`src/rtl/traffic_phase_timer_if.sv`:
```
// Timer interface between the traffic/pedestrian controller and the phase timer.
// The controller (master) drives the phase and control inputs; the timer (slave) returns expiry strobes.
interface traffic_phase_timer_if;
    logic [2:0] traff_state;
    logic       restart;
    logic       enable;
    logic       timer_3s;
    logic       timer_30s;
    logic [5:0] elapsed_sec;

    modport master (
        output traff_state,
        output restart,
        output enable,
        input  timer_3s,
        input  timer_30s,
        input  elapsed_sec
    );

    modport slave (
        input  traff_state,
        input  restart,
        input  enable,
        output timer_3s,
        output timer_30s,
        output elapsed_sec
    );
endinterface

```
`src/rtl/traffic_phase_timer.sv`:
```
// Phase timer: counts seconds from the entry of each controller phase and emits
// one-cycle strobes at the short and long expiry points.
module traffic_phase_timer #(
    parameter int TICKS_PER_SEC = 10,
    parameter int SHORT_SEC     = 3,
    parameter int LONG_SEC      = 30
) (
    input  logic                  clk_out,
    input  logic                  reset,
    traffic_phase_timer_if.slave  bus
);

    localparam int PW = (TICKS_PER_SEC > 1) ? $clog2(TICKS_PER_SEC) : 1;
    localparam logic [PW-1:0] LAST_TICK = PW'(TICKS_PER_SEC - 1);
    localparam logic [5:0]    SHORT_V   = 6'(SHORT_SEC);
    localparam logic [5:0]    LONG_V    = 6'(LONG_SEC);

    logic [PW-1:0] prescaler, prescaler_d;
    logic [5:0]    elapsed_q, elapsed_d;
    logic [2:0]    state_q;
    logic          short_q, short_d;
    logic          long_q, long_d;
    logic          do_restart;

    // Strobes are derived from the value elapsed_sec is about to take, so they
    // line up with the edge on which the second boundary is crossed.
    always_comb begin
        prescaler_d = prescaler;
        elapsed_d   = elapsed_q;
        short_d     = 1'b0;
        long_d      = 1'b0;
        do_restart  = (bus.traff_state != state_q) || bus.restart;

        if (do_restart) begin
            prescaler_d = '0;
            elapsed_d   = '0;
        end else if (bus.enable && (elapsed_q < LONG_V)) begin
            if (prescaler == LAST_TICK) begin
                prescaler_d = '0;
                elapsed_d   = elapsed_q + 6'd1;
                short_d     = (elapsed_d == SHORT_V);
                long_d      = (elapsed_d == LONG_V);
            end else begin
                prescaler_d = prescaler + PW'(1);
            end
        end
    end

    // state_q tracks the phase even during reset so release never looks like a phase change.
    always_ff @(posedge clk_out) begin
        state_q <= bus.traff_state;
        if (!reset) begin
            prescaler <= '0;
            elapsed_q <= '0;
            short_q   <= 1'b0;
            long_q    <= 1'b0;
        end else begin
            prescaler <= prescaler_d;
            elapsed_q <= elapsed_d;
            short_q   <= short_d;
            long_q    <= long_d;
        end
    end

    assign bus.timer_3s    = short_q;
    assign bus.timer_30s   = long_q;
    assign bus.elapsed_sec = elapsed_q;

endmodule
```
`src/flat_wrapper.sv`:
```
// flat-port wrapper written by rule: the top's interface ports become plain ports
module traffic_phase_timer_flat 
#(
    parameter int TICKS_PER_SEC = 10,
    parameter int SHORT_SEC     = 3,
    parameter int LONG_SEC      = 30
)
  (clk_out, reset, bus_traff_state, bus_restart, bus_enable, bus_timer_3s, bus_timer_30s, bus_elapsed_sec);
  traffic_phase_timer_if bus_i ();
  input  logic clk_out;
  input  logic reset;
  input wire logic [$bits(bus_i.traff_state)-1:0] bus_traff_state;
  input wire logic [$bits(bus_i.restart)-1:0] bus_restart;
  input wire logic [$bits(bus_i.enable)-1:0] bus_enable;
  output wire logic [$bits(bus_i.timer_3s)-1:0] bus_timer_3s;
  output wire logic [$bits(bus_i.timer_30s)-1:0] bus_timer_30s;
  output wire logic [$bits(bus_i.elapsed_sec)-1:0] bus_elapsed_sec;
  assign bus_i.traff_state = bus_traff_state;
  assign bus_i.restart = bus_restart;
  assign bus_i.enable = bus_enable;
  assign bus_timer_3s = bus_i.timer_3s;
  assign bus_timer_30s = bus_i.timer_30s;
  assign bus_elapsed_sec = bus_i.elapsed_sec;
  traffic_phase_timer #(.TICKS_PER_SEC(TICKS_PER_SEC), .SHORT_SEC(SHORT_SEC), .LONG_SEC(LONG_SEC)) u_core (.clk_out(clk_out), .reset(reset), .bus(bus_i));
endmodule
```
`config.mk`:
```
export PLATFORM = sky130hd
export DESIGN_NAME = traffic_phase_timer_flat
export DESIGN_NICKNAME = d
export VERILOG_FILES = /design/src/rtl/traffic_phase_timer_if.sv /design/src/rtl/traffic_phase_timer.sv /design/src/flat_wrapper.sv
export SDC_FILE = /design/constraint.sdc
export NUM_CORES = 1
export LEC_CHECK = 0
export ABC_AREA = 0
export BUFFER_PORTS_ARGS = -buffer_cell sky130_fd_sc_hd__buf_2
export CORE_MARGIN = 5
export CORE_UTILIZATION = 55
export CTS_CLUSTER_DIAMETER = 50
export DETAILED_ROUTE_END_ITERATION = 10
export HOLD_SLACK_MARGIN = 0.06
export PLACE_DENSITY = 0.8
export SLEW_MARGIN = 40
export SYNTH_ARGS = -nofsm -noshare
export SYNTH_HDL_FRONTEND = slang
export SYNTH_SLANG_ARGS = --single-unit
export TNS_END_PERCENT = 100
```
`constraint.sdc`:
```
create_clock -name clk_out -period 3.16 [get_ports clk_out]
set_clock_uncertainty 0.2 [all_clocks]
set_input_delay 0.474 -clock clk_out [delete_from_list [all_inputs] [get_ports clk_out]]
set_output_delay 0.474 -clock clk_out [all_outputs]
set_load 0.03 [all_outputs]
```
Yosys cells after proc, flatten, opt, wreduce, memory -nomap -nowiden

Cells that the tools add are included.

$add $sub $neg: 2
Reduce and logical (&&, ||, !) cells: 5
Bitwise logic cells: 3
Equality and inequality tests: 4
Multiplexer cells: 1
Order comparisons: 1

Operator list:

| operator            | number |
|---|---|
| $add 6x1->6 const B | 1 |
| $eq 6x2->1 const B  | 1 |
| $eq 6x5->1 const B  | 1 |
| $lt 6x5->1 const B  | 1 |
| $add 4x1->4 const B | 1 |
| $eq 4x4->1 const B  | 1 |
| $mux 4              | 1 |
| $reduce_or 4->1     | 1 |
| $ne 3x3->1          | 1 |
| $not 1->1           | 3 |
| $reduce_and 2->1    | 1 |
| $reduce_or 2->1     | 1 |
| $logic_and 1x1->1   | 1 |
| $logic_or 1x1->1    | 1 |

Flip-flop bits (word level): 15
Input port bits: 7
Logic and storage cells: 21

Longest topological paths before layout

Gate-level depths: netlist (run 1).

Depth in word-level cells: 4
Mapped depth: 5

Worst setup path after synthesis (run 1)

OpenSTA, ideal clock, no wires.

Kind: reg-to-reg
Start: register u_core.elapsed_q[1], in the netlist u_core.bus.elapsed_sec[1]
End: register u_core.elapsed_q[4], in the netlist u_core.bus.elapsed_sec[4]
Data arrival time: 1.341 ns
Setup time: 0.129 ns
Setup slack: 1.490 ns
Period minus slack after synthesis: 1.670 ns
Cell stages (with the launch flop): 6
Cell sequence: dfxtp_1 ha_1 and3_1 nand4_1 xor2_1 nor2_1

Longest elaborated chain between the ends: 3
Elaborated cells between the ends (all ways): 4

Ends and longest elaborated chain:

| what                              | RTL line                  | RTL |
|---|---|---|
| start: declaration                | traffic_phase_timer.sv:19 | `logic [5:0] elapsed_q, elapsed_d;` |
| start signal: assignment          | traffic_phase_timer.sv:59 | `elapsed_q <= elapsed_d;` |
| $lt 6x5->1                        | traffic_phase_timer.sv:37 | `end else if (bus.enable && (elapsed_q < LONG_V)) begin` |
| $logic_and 1x1->1                 | traffic_phase_timer.sv:37 |  |
| $reduce_and 2->1 (no source line) | n/a                       |  |

Parallel ways exist; a longest one is shown, timed or not.
A chain may end at the register's enable or synchronous reset.

Worst setup path after layout (run 1)

Start: register u_core.elapsed_q[2], in the netlist u_core.bus.elapsed_sec[2]
End: output port bus_elapsed_sec[2]

RTL lines:

| what             | RTL line           | RTL |
|---|---|---|
| end: declaration | flat_wrapper.sv:17 | `output wire logic [$bits(bus_i.elapsed_sec)-1:0] bus_elapsed_sec;` |

No word-level cell between the ends.

==> flow_metrics.env, run 1 <==
export IMPL_end_kind="output port"
export IMPL_fin_nets=104
export IMPL_design_die_area_um2=2180
export IMPL_antenna_found_initial=0
export IMPL_syn_inst=78
export IMPL_critical_path_depth=1
export IMPL_cp_data_required_time_ps=2490
export IMPL_yosysSeqAreaShare=0.406
export IMPL_max_slew_margin_rel=0.695
export IMPL_num_antenna_cells=0
export IMPL_rows=13
export IMPL_r2r_start="u_core.state_q[0]"
export IMPL_min_path_type="in2reg"
export IMPL_cp_top_family="flip-flops"
export IMPL_drcViolationCount=0
export IMPL_slowest_delay_ps=520
export IMPL_wl_mm=1.31
export IMPL_cap_violations=0
export IMPL_fin_area_um2=841
export IMPL_gp_congestion=0.824
export IMPL_grt_overflow=0
export IMPL_setup_viol=0
export IMPL_start_kind="flip-flop"
export IMPL_num_io_pins=15
export IMPL_finalWorstPathRequiredPeriod_ps=1740
export IMPL_avgSynthCellArea_um2=9.48
export IMPL_reg2reg_to="u_core.bus.timer_3s"
export IMPL_r2r_cells=4
export IMPL_dp_cells=104
export IMPL_grt_pass1_wl_mm=2.38
export IMPL_cts_tree="done"
export IMPL_n_fill_cell=113
export IMPL_initial_utilization=0.575
export IMPL_period_share=0.550
export IMPL_die_w_um=46.7
export IMPL_rsz0062_at_grt="false"
export IMPL_cp_slowest_cell="dfxtp_1"
export IMPL_synth_warnings=0
export IMPL_cts_hold_buf=0
export IMPL_cts_buffer_depth=2
export IMPL_dpl_instance_area_um2=815
export IMPL_core_um2=1280
export IMPL_port_buffers=14
export IMPL_htreeDepth=1
export IMPL_hpwl_mm=1.01
export IMPL_clkTransAtPathRegs_ps=90
export IMPL_run_status="complete, no violations"
export IMPL_wl_per_cell_um=12.1
export IMPL_tightest_slew_ps=457
export IMPL_post_cts_repair_setup_buffers=0
export IMPL_grt_max_degree=12
export IMPL_max_freq_mhz=575
export IMPL_power_density_nw_per_um2=374
export IMPL_crit_chain="buf_2"
export IMPL_timing_critical_path_buf_inv=1
export IMPL_first_pass_iters=4
export IMPL_synth_seq_cells=15
export IMPL_critPathArrivalTime_ps=1060
export IMPL_hold_path_depth=1
export IMPL_grt_pass1_vias=557
export IMPL_final_util=0.654
export IMPL_ir_drop_mv=0.264
export IMPL_clock_latency_ps=280
export IMPL_holdPathEnd="u_core.state_q[0]"
export IMPL_drt_iter0_markers=10
export IMPL_synth_distinct_cells=25
export IMPL_via_per_inst=5.27
export IMPL_die_h_um=46.7
export IMPL_cts_root_buf="clkbuf_4"
export IMPL_final_hold_viol_count=0
export IMPL_synth_area_um2=739
export IMPL_finalMaxSlewViolations=0
export IMPL_drive_gt1_frac=0.258
export IMPL_grt_usage=0.156
export IMPL_drtAntennaViolNets=0
export IMPL_cts_resized=0
export IMPL_cp_max_fo=9
export IMPL_cts_buffers=3
export IMPL_cts_sinks=15
export IMPL_reg2reg_setup_slack_ps=1540
export IMPL_fin_cells=108
export IMPL_crit_type="reg2out"
export IMPL_min_from="bus_traff_state[0]"
export IMPL_syn2layout_area_growth_pct=13.7
export IMPL_num_vias=569
export IMPL_setup_tns_ps=0
export IMPL_p_leak_nw=0.360
export IMPL_syn_num_nets=88
[final cells by class]
cell class / count / area [µm²] / share of cell area
multi-input cells: 57 / 414 / 0.493
flip-flops and latches: 15 / 300 / 0.357
clock buffers: 4 / 26.3 / 0.0313
inverters: 3 / 11.3 / 0.0134
repair buffers: 14 / 70.1 / 0.0833
well taps: 15 / 18.8 / 0.0223
[logic make-up after synthesis]
family | count (synthesis) | share of synthesized area
compound gates | 5 | 0.0592
fa+ha+maj | 3 | 0.0508
xor+xnor | 11 | 0.130
flops | 15 | 0.406
simple gates | 37 | 0.306
mux | 1 | 0.0135
buf+inv | 6 | 0.0338
[where the power goes]
part           switching, mW  internal, mW
logic                0.00506       0.00660
registers            0.00110         0.191
clock network         0.0613        0.0490
[metal layers]
metal	global-route usage	wire (µm)
met1	0.166	536
met2	0.269	675
met3	0.0430	73
met4	0.0939	21
met5	0	0
[layout by cell type, fill, tap and decap left out]
cell type  netlist  layout
nand2_1          4       4
nand3_1          3       3
and3_4           1       1
clkbuf_1         1       1
nor2b_1          3       3
clkbuf_4         0       3
mux2i_1          1       1
ha_1             3       3
xor2_1           6       6
inv_1            3       3
nand4_2          1       1
o21bai_1         1       1
nand2b_4         1       1
o21ai_0          1       1
and3b_1          1       1
nor2_1          12      12
and3_1           2       2
nor3b_4          1       1
nand4_1          6       6
nor3_2           1       1
and2b_1          1       1
a211oi_2         2       2
dfxtp_1         15      15
a31oi_1          1       1
buf_2            2      14
xnor2_1          5       5
[registers in the layout, indices dropped and copies added, names as in the netlist]
| name | count |
|---|---|
| u_core.state_q | 3 |
| u_core.bus.elapsed_sec | 6 |
| u_core.bus.timer_30s | 1 |
| u_core.bus.timer_3s | 1 |
| u_core.prescaler | 4 |
[synthesized netlist by cell type]
| library cell | instances | area (µm²) |
|---|---|---|
| a211oi_2 | 2 | 25.0 |
| a31oi_1 | 1 | 6.26 |
| and2b_1 | 1 | 7.51 |
| and3_1 | 2 | 12.5 |
| and3_4 | 1 | 11.3 |
| and3b_1 | 1 | 8.76 |
| buf_2 | 2 | 10.0 |
| clkbuf_1 | 1 | 3.75 |
| dfxtp_1 | 15 | 300 |
| ha_1 | 3 | 37.5 |
| inv_1 | 3 | 11.3 |
| mux2i_1 | 1 | 10.0 |
| nand2_1 | 4 | 15.0 |
| nand2b_4 | 1 | 13.8 |
| nand3_1 | 3 | 15.0 |
| nand4_1 | 6 | 37.5 |
| nand4_2 | 1 | 12.5 |
| nor2_1 | 12 | 45.0 |
| nor2b_1 | 3 | 18.8 |
| nor3_2 | 1 | 10.0 |
| nor3b_4 | 1 | 18.8 |
| o21ai_0 | 1 | 5.00 |
| o21bai_1 | 1 | 7.51 |
| xnor2_1 | 5 | 43.8 |
| xor2_1 | 6 | 52.6 |
[stage by stage]
stage               total power, mW  worst slack, ps  hold WS (ps)
finish                        0.314             1420           111
global placement              0.208             1310           252
global route                  0.329             1330          97.4
CTS                           0.319             1400           101
floorplan                     0.203             1490           272
detailed placement            0.208             1280           263
[worst max path at each step]
stage,from,to,slack [ps]
detailed placement,bus_traff_state[0],u_core.bus.timer_3s,1280
global placement,bus_traff_state[2],u_core.bus.timer_3s,1310
CTS,u_core.bus.elapsed_sec[2],bus_elapsed_sec[2],1400
floorplan,u_core.bus.elapsed_sec[1],u_core.bus.elapsed_sec[4],1490
finish,u_core.bus.elapsed_sec[2],bus_elapsed_sec[2],1420
global route,u_core.state_q[0],u_core.bus.timer_3s,1330
Power figures use the tool's default switching activity.
==> run 2, diff against run 1 <==
- ABC_AREA: 0 -> 1
- CORE_ASPECT_RATIO: not set -> 1.2
- CORE_UTILIZATION: 55 -> 54
- PLACE_DENSITY: 0.8 -> 0.77
- clock period: 3.16 -> 1.6 ns (I/O delays scaled with it)
==> flow_metrics.env, run 2 <==
export IMPL_run_status="complete, no violations"
export IMPL_synth_top_cell_area_share=0.330
export IMPL_cap_violations=0
export IMPL_first_pass_iters=4
export IMPL_m1WireLength_um=698
export IMPL_power_mw=0.650
export IMPL_cp_max_fo=6
export IMPL_core_um2=1620
export IMPL_cp_data_required_time_ps=1160
export IMPL_cts_sinks=15
export IMPL_yosys_top_cells_area="dfxtp_1 (33%), nand2_1 (16%), nor2_1 (7.8%)"
export IMPL_wl_per_cell_um=9.61
export IMPL_clock_latency_ps=290
export IMPL_multiInputGateArea_um2=503
export IMPL_syn_inst=134
export IMPL_synth_edf_count=0
export IMPL_tightest_slew_ps=244
export IMPL_yosysSeqAreaShare=0.330
export IMPL_regArea_um2=302
export IMPL_cts_root_buf="clkbuf_4"
export IMPL_drt_iter0_markers=10
export IMPL_cts_tree="done"
export IMPL_port_buffers=14
export IMPL_grt_usage=0.152
export IMPL_ir_drop_mv=0.358
export IMPL_synth_distinct_cells=19
export IMPL_setup_tns_ps=0
export IMPL_finalWorstPathRequiredPeriod_ps=1440
export IMPL_met2_length_um=870
export IMPL_drtAntennaViolNets=0
export IMPL_min_path_type="in2reg"
export IMPL_via_per_inst=4.71
export IMPL_avgSynthCellArea_um2=6.79
export IMPL_synth_seq_cells=15
export IMPL_die_w_um=47.5
export IMPL_max_slew_margin_rel=0.837
export IMPL_gp_congestion=0.807
export IMPL_drcViolationCount=0
export IMPL_num_io_pins=15
export IMPL_post_cts_repair_setup_buffers=0
export IMPL_initial_utilization=0.561
export IMPL_grt_max_degree=10
export IMPL_num_antenna_cells=0
export IMPL_fin_nets=166
export IMPL_final_cell_mix="nand2_1 (37), nor2_1 (19), inv_1 (17)"
export IMPL_wl_met3_um=64
export IMPL_power_density_nw_per_um2=613
export IMPL_synth_area_um2=910
export IMPL_synth_commonest_cells="nand2_1 (38), nor2_1 (19), inv_1 (18), dfxtp_1 (15)"
export IMPL_syn2layout_area_growth_pct=16.6
export IMPL_crit_type="reg2out"
export IMPL_die_h_um=55.0
export IMPL_topRoutingLayerUsed="met4"
export IMPL_n_fill_cell=141
export IMPL_p_leak_nw=0.519
export IMPL_rsz0062_at_grt="false"
export IMPL_cts_buffers=3
export IMPL_drive_gt1_frac=0.290
export IMPL_end_kind="output port"
export IMPL_max_freq_mhz=692
export IMPL_design_die_area_um2=2610
export IMPL_yosysTopAreaCell="dfxtp_1"
export IMPL_clkTransAtPathRegs_ps=90
export IMPL_grt_pass1_vias=750
export IMPL_cts_buffer_depth=2
export IMPL_synth_warnings=0
export IMPL_mostFrequentLayoutCell="nand2_1"
export IMPL_period_share=0.903
export IMPL_finalMaxSlewViolations=0
export IMPL_rows=16
export IMPL_grt_pass1_wl_mm=2.86
export IMPL_wl_mm=1.66
export IMPL_hpwl_mm=1.32
export IMPL_setup_viol=0
export IMPL_async_reset_ff_frac=0
export IMPL_grt_overflow=0
export IMPL_syn_num_nets=144
export IMPL_start_kind="flip-flop"
export IMPL_largest_register_ffs=6
export IMPL_antenna_found_initial=0
export IMPL_yosysMostFrequentCell="nand2_1"
export IMPL_synth_flop_cell="dfxtp_1"
export IMPL_num_vias=814
export IMPL_final_hold_viol_count=0
export IMPL_critPathArrivalTime_ps=1000
export IMPL_htreeDepth=1
==> run 2: cell count changes after synthesis, sizes merged, moves of 2 or more <==
cell	previous run	this run
nand2	4	44
nand4	7	2
a21oi	0	4
a211oi	2	0
nand3	3	11
nor2	12	25
inv	3	26
xor2	6	1
xnor2	5	0
nor2b	3	0
and3	3	0
==> run 2: final timing paths <==
path	slack [ps]	from	cells after the start	endpoint
worst max-delay path	160	u_core.bus.elapsed_sec[1]	2	bus_elapsed_sec[1]
worst min-delay path	180	bus_restart	6	u_core.bus.elapsed_sec[2]
worst max register to register	270	u_core.bus.elapsed_sec[1]	6	u_core.bus.timer_30s
worst min register to register	260	u_core.bus.elapsed_sec[5]	2	u_core.bus.elapsed_sec[5]
==> run 2: logic make-up after synthesis <==
kind of cell / after synthesis / share of synthesized area
flops: 15 / 0.330
fa+ha+maj: 3 / 0.0413
compound gates: 5 / 0.0275
simple gates: 83 / 0.472
xor+xnor: 1 / 0.00963
buf+inv: 27 / 0.120
==> run 2: through the flow <==
step / cell area (µm²) / hold WS, ps / std cells / worst slack, ps / util
5_1_grt: 1060 / 194 / 173 / 41.6 / 0.654
4_1_cts: 1060 / 163 / 174 / 52.9 / 0.655
3_5_place_dp: 1010 / 170 / 167 / 268 / 0.620
6_report: 1060 / 176 / 173 / 155 / 0.654
2_1_floorplan: 910 / 67.7 / 134 / 14.3 / -
3_3_place_gp: 1010 / 167 / 167 / 286 / 0.620
==> run 2: layout make-up <==
type | instances | share of cell area
multi-input cells | 92 | 0.474
repair buffers | 18 | 0.104
clock buffers | 4 | 0.0248
inverters | 26 | 0.0920
flip-flops and latches | 15 | 0.284
well taps | 18 | 0.0212
==> run 2: power by group <==
group	total [mW]	leakage, nW	internal, mW	switching (mW)
clock	0.218	0.0150	0.0969	0.122
sequential	0.380	0.122	0.377	0.00239
combinational	0.0518	0.382	0.0211	0.0307
==> run 2: critical path, stage by stage (launching register included) <==
cell	delay, ps
dfxtp_1	370
buf_4	160
buf_2	200
==> run 2: per-layer routing <==
layer  GRT usage  up-vias
li1            -      438
met1       0.171      358
met2       0.268       13
met3      0.0291        5
met4      0.0691        0
met5           0        -
==> run 2: timing repair <==
action                                  in CTS  in global routing
resized for setup                            0                  3
hold endpoints to repair                     3                  0
hold buffers                                 3                  0
endpoints found under the setup margin       0                  5
